<file path="src/rtl/mastermind_scorer.sv">
// Mastermind feedback engine: scores a latched guess against a latched code (red/white) and
// tracks guess count, win and game-over. Result in PEGS + 2**COLOR_W + 1 cycles; start ignored while busy/game over.
module mastermind_scorer #(
   parameter  int PEGS        = 4,
   parameter  int COLOR_W     = 3,
   parameter  int MAX_GUESSES = 8,
   localparam int CNT_W       = $clog2(PEGS + 1),
   localparam int GC_W        = $clog2(MAX_GUESSES + 1)
) (
   input  logic                      clk,
   input  logic                      resetn,
   input  logic                      start_i,
   input  logic                      new_game_i,
   input  logic [PEGS*COLOR_W-1:0]   code_i,
   input  logic [PEGS*COLOR_W-1:0]   guess_i,
   output logic                      busy_o,
   output logic                      done_o,
   output logic [CNT_W-1:0]          red_o,
   output logic [CNT_W-1:0]          white_o,
   output logic [GC_W-1:0]           guess_count_o,
   output logic                      win_o,
   output logic                      game_over_o
);

   localparam int NCOL   = 1 << COLOR_W;
   localparam int PIDX_W = (PEGS > 1) ? $clog2(PEGS) : 1;

   typedef enum logic [1:0] {IDLE, SCAN, TALLY, DONE} state_t;

   state_t               state_q, state_d;
   logic [COLOR_W-1:0]   code_q       [PEGS];
   logic [COLOR_W-1:0]   guess_q      [PEGS];
   logic [CNT_W-1:0]     code_hist_q  [NCOL];
   logic [CNT_W-1:0]     guess_hist_q [NCOL];
   logic [PIDX_W-1:0]    pidx_q;
   logic [COLOR_W-1:0]   cidx_q;
   logic [CNT_W-1:0]     red_acc_q, white_acc_q;
   logic [CNT_W-1:0]     red_q, white_q;
   logic [GC_W-1:0]      gc_q;
   logic                 win_q, over_q;

   logic                 accept;
   logic                 last_peg, last_col;
   logic [CNT_W-1:0]     hist_min, white_fin;
   logic [GC_W-1:0]      gc_inc;
   logic                 win_fin;

   always_comb begin
      accept    = (state_q == IDLE) && start_i && !new_game_i && !over_q;
      last_peg  = (pidx_q == PIDX_W'(PEGS - 1));
      last_col  = (cidx_q == {COLOR_W{1'b1}});
      hist_min  = (code_hist_q[cidx_q] < guess_hist_q[cidx_q]) ?
                  code_hist_q[cidx_q] : guess_hist_q[cidx_q];
      white_fin = white_acc_q + hist_min;
      gc_inc    = (gc_q == GC_W'(MAX_GUESSES)) ? gc_q : gc_q + GC_W'(1);
      win_fin   = (red_acc_q == CNT_W'(PEGS));
   end

   always_ff @(posedge clk) begin
      if (!resetn) state_q <= IDLE;
      else         state_q <= state_d;
   end

   always_comb begin
      state_d = state_q;
      busy_o  = 1'b0;
      done_o  = 1'b0;
      case (state_q)
         IDLE:  if (accept) state_d = SCAN;
         SCAN:  begin
            busy_o = 1'b1;
            if (last_peg) state_d = TALLY;
         end
         TALLY: begin
            busy_o = 1'b1;
            if (last_col) state_d = DONE;
         end
         DONE:  begin
            busy_o  = 1'b1;
            done_o  = 1'b1;
            state_d = IDLE;
         end
         default: state_d = IDLE;
      endcase
      if (new_game_i) state_d = IDLE;
   end

   // new_game clears the whole datapath just like reset, so an aborted score leaves no trace
   always_ff @(posedge clk) begin
      if (!resetn || new_game_i) begin
         for (int i = 0; i < PEGS; i++) begin
            code_q[i]  <= '0;
            guess_q[i] <= '0;
         end
         for (int c = 0; c < NCOL; c++) begin
            code_hist_q[c]  <= '0;
            guess_hist_q[c] <= '0;
         end
         pidx_q      <= '0;
         cidx_q      <= '0;
         red_acc_q   <= '0;
         white_acc_q <= '0;
         red_q       <= '0;
         white_q     <= '0;
         gc_q        <= '0;
         win_q       <= 1'b0;
         over_q      <= 1'b0;
      end else begin
         case (state_q)
            IDLE: if (accept) begin
               for (int i = 0; i < PEGS; i++) begin
                  code_q[i]  <= code_i[i*COLOR_W +: COLOR_W];
                  guess_q[i] <= guess_i[i*COLOR_W +: COLOR_W];
               end
               for (int c = 0; c < NCOL; c++) begin
                  code_hist_q[c]  <= '0;
                  guess_hist_q[c] <= '0;
               end
               pidx_q      <= '0;
               cidx_q      <= '0;
               red_acc_q   <= '0;
               white_acc_q <= '0;
            end
            SCAN: begin
               if (code_q[pidx_q] == guess_q[pidx_q]) begin
                  red_acc_q <= red_acc_q + CNT_W'(1);
               end else begin
                  code_hist_q[code_q[pidx_q]]   <= code_hist_q[code_q[pidx_q]] + CNT_W'(1);
                  guess_hist_q[guess_q[pidx_q]] <= guess_hist_q[guess_q[pidx_q]] + CNT_W'(1);
               end
               pidx_q <= last_peg ? '0 : pidx_q + PIDX_W'(1);
               cidx_q <= '0;
            end
            TALLY: begin
               white_acc_q <= white_fin;
               cidx_q      <= cidx_q + COLOR_W'(1);
               // Results and game state land on the edge into DONE so they are valid with done
               if (last_col) begin
                  red_q   <= red_acc_q;
                  white_q <= white_fin;
                  gc_q    <= gc_inc;
                  win_q   <= win_q | win_fin;
                  over_q  <= over_q | win_fin | (gc_inc == GC_W'(MAX_GUESSES));
               end
            end
            default: ;
         endcase
      end
   end

   assign red_o         = red_q;
   assign white_o       = white_q;
   assign guess_count_o = gc_q;
   assign win_o         = win_q;
   assign game_over_o   = over_q;

endmodule
</file>
<file path="config.mk">
export PLATFORM = sky130hd
export DESIGN_NAME = mastermind_scorer
export DESIGN_NICKNAME = d
export VERILOG_FILES = /design/src/rtl/mastermind_scorer.sv
export SDC_FILE = /design/constraint.sdc
export NUM_CORES = 1
export LEC_CHECK = 0
export BUFFER_PORTS_ARGS = -buffer_cell sky130_fd_sc_hd__clkbuf_2
export CORE_MARGIN = 5
export CORE_UTILIZATION = 54
export DETAILED_ROUTE_END_ITERATION = 8
export GPL_TIMING_DRIVEN = 0
export PLACE_DENSITY = 0.76
export SYNTH_ARGS = -nofsm -noshare
export SYNTH_HDL_FRONTEND = slang
export SYNTH_SLANG_ARGS = --single-unit
</file>
<file path="constraint.sdc">
create_clock -name clk -period 3.2 [get_ports clk]
set_clock_uncertainty 0.2 [all_clocks]
set_input_delay 0.48 -clock clk [delete_from_list [all_inputs] [get_ports clk]]
set_output_delay 0.48 -clock clk [all_outputs]
set_load 0.05 [all_outputs]
</file>
==> metrics.txt <==
status complete, but fails checks; failing checks setup timing; Final Power 2620 µW; max-cap viol count 0; Worst Path Arrival 3.43 ns; TritonCTS buffer count 9; commonest non-fill, non-tap cell in the layout edfxtp_1; FMAX 296 MHz; GRT Util Overall 21.3%; initial antenna violation count 0; met2 WL 5910 µm; vias in the first global route 3977; largest net degree at the start of global routing 20; Seq pwr share 56.8%; CP Cell Sequence buf_12 > mux4_2 > mux2i_2 > inv_2 > ha_4 > o21ai_2 > a21oi_1 > a21oi_1 > ha_2 > fa_2 > xnor2_2 > nand2_1 > nor2b_1 > nor2_1 > a21oi_1 > nor2_1; FF+latch count, synth 102; Remaining Overflow, GRT 0; Yosys cell types 50; Synth Flop Type edfxtp_1; largest buffer count on any clock path 2; DR top layer met4; clock slew at reported path FFs 0.11 ns; Post-synth EDFFs 72; yosys warns 0; global-route wire length before repair 19400 µm; async set-reset flop share out of synthesis 0%; Synth Area per Inst 11.2 µm²; port bufs 41; max_slew headroom 46.7%; RSZ-0062 raised after global routing yes; # nets final 595; Critical Path End Type flop; Initial Utilization 55.1%; Lkg Pwr 0.00245 µW; dpl ws -0.531 ns; Total Wirelength 12100 µm; most frequent cells in the layout 72 x edfxtp_1, 64 x nor2_1, 58 x nand2_1; Pins Over Slew Limit 0; hpwl dp 8620 µm; min-delay src code_i[6]; die width 110 µm; I/O pin count 42; Pre-Repair DR Iteration Count 5; full die area 0.0120 mm²; Sw Ratio 27.3%; n_diodes 0; total clock sinks 102; Slowest cell on crit path mux4_2; row count 36; worst slew pin tran 0.791 ns; Worst VDD drop 0.000258 V; via count 4053; Clock power frac 30.2%; power per cell area 416 mW/mm²; vias per inst 5.91; Hold Crit Class in -> reg; Area Growth Syn to Fin 17.4%; Worst Path Buf+Inv 2; share of layout cells above drive strength 1 26.9%; syn nets 525; min Tclk post-route 3.38 ns; Die Y 110 µm; cell count after synthesis 478; CP most frequent cell a21oi_1; CP Max Fanout 5; DRC Markers 0; Fin Hold WS 0.198 ns; crit path kind reg -> reg; register area share after synthesis 51.6%; family with the most delay on the worst path adder cells; antenna-violating nets left 0; CTS tree built; Worst Setup Start Kind flop; 1st-iter DRT viols 402; DRT met1 WL 5050 µm; net load switching power 714 µW; cell internal pwr 1900 µW; Worst Path Required 3.24 ns; root buf cell clkbuf_8; Post-Syn Area 0.00536 mm²; drt wl/cell 17.6 µm; Hold Fails Final Rpt 0; core region area 0.00973 mm²; GPL Wtd Cong 0.956; Max stage delay on crit path 0.54 ns; final worst slack -0.182 ns; H-tree levels 3; period utilisation layout 106%; Comb pwr share 13.0%; cts hold-fix bufs 0; wire length on met3 855 µm; Final setup viols 3; Worst-Skew Late Latency 0.37 ns
state kept, by name, summed over array words and instances (netlist names), 3 cells and up, named ones only:
register and count:
cidx_q 3, code_hist_q 24, code_q 12, guess_count_o 4
guess_hist_q 24, guess_q 12, red_acc_q 3, red_o 3
white_acc_q 3, white_o 3
final cells by class:
| cell class | instances | area (µm²) |
|---|---|---|
| buffer | 23 | 150 |
| clock buffer | 9 | 124 |
| clock inverter | 7 | 62.6 |
| fill | 742 | 3440 |
| inverter | 26 | 101 |
| multi-input combinational | 326 | 2540 |
| sequential | 102 | 2770 |
| tap | 133 | 166 |
| timing repair buffer | 59 | 370 |
| timing repair inverter | 1 | 7.51 |
cells in the mapped netlist, drive strengths merged, types with 2 or more instances:
cell type  instances  share of area, %
clkbuf            18               1.3
ha                18               4.2
mux2i             13               2.7
nor2              66               4.6
buf                6              0.79
a21oi             25               2.4
nor3              11               1.0
a31oi              4              0.47
mux2               6               1.3
and2               2              0.23
nand4              2              0.23
nand2             60               4.2
xnor2              6               1.1
o22ai              3              0.35
nor2b              5              0.58
a311oi             3              0.49
o211ai             2              0.28
inv               26               1.8
dfxtp             30                11
and3              26               3.0
edfxtp            72                40
mux4              25                11
o21ai              9              0.84
xor2               3              0.84
a32oi              3              0.49
nand2b             4              0.47
a22oi              3              0.42
nor4               4              0.47
a211oi             2              0.28
nand3              9              0.84
layer usage:
layer / vias up / global-route usage, %
met4: 0 / 7.75
met1: 1955 / 28.5
met3: 30 / 4.82
li1: 1883 / -
met5: - / 0
met2: 185 / 34.2
cells by family (layout without fill, tap and decap cells):
kind of cell    Yosys count  after routing  share of synthesized area, %
buf+inv                  50            125                          3.88
mux                      44             44                          14.4
xor+xnor                  9              9                          1.96
flops                   102            102                          51.6
compound gates           60             60                          6.96
simple gates            194            194                          16.6
fa+ha+maj                19             19                          4.58
final timing paths:
check / cells past startpoint / to / slack, ns
worst max register to register: 16 / white_o[2]$_SDFFE_PP0P_ / -0.18
worst min-delay path: 2 / code_q[2][0]$_SDFFCE_PN0P_ / 0.20
worst max-delay path: 16 / white_o[2]$_SDFFE_PP0P_ / -0.18
worst min register to register: 2 / white_o[0]$_SDFFE_PP0P_ / 0.26
stage by stage:
step | setup TNS [ns] | cell area [µm²] | util [%] | cells
2_1_floorplan | 0 | 5390 | - | 478
3_3_place_gp | -13.61 | 5760 | 59.2 | 652
3_5_place_dp | -16.09 | 5760 | 59.2 | 652
4_1_cts | -0.279 | 6210 | 63.9 | 680
5_1_grt | -0.983 | 6290 | 64.6 | 686
6_report | -0.349 | 6290 | 64.6 | 686
timing repair:
item                       4_1_cts  5_1_grt
buffers inserted                11        5
gates resized for setup         37       12
cloned                           2        1
pin swaps                       12        6
setup endpoints to repair       50       27
power by group through the flow:
stage / sequential (µW) / clock, µW / combinational (µW)
6_report: 1490 / 789 / 341
2_1_floorplan: 1500 / 0 / 207
5_1_grt: 1490 / 848 / 369
4_1_cts: 1480 / 798 / 322
3_3_place_gp: 1510 / 0 / 277
3_5_place_dp: 1520 / 0 / 285
Power figures use the tool's default switching activity.
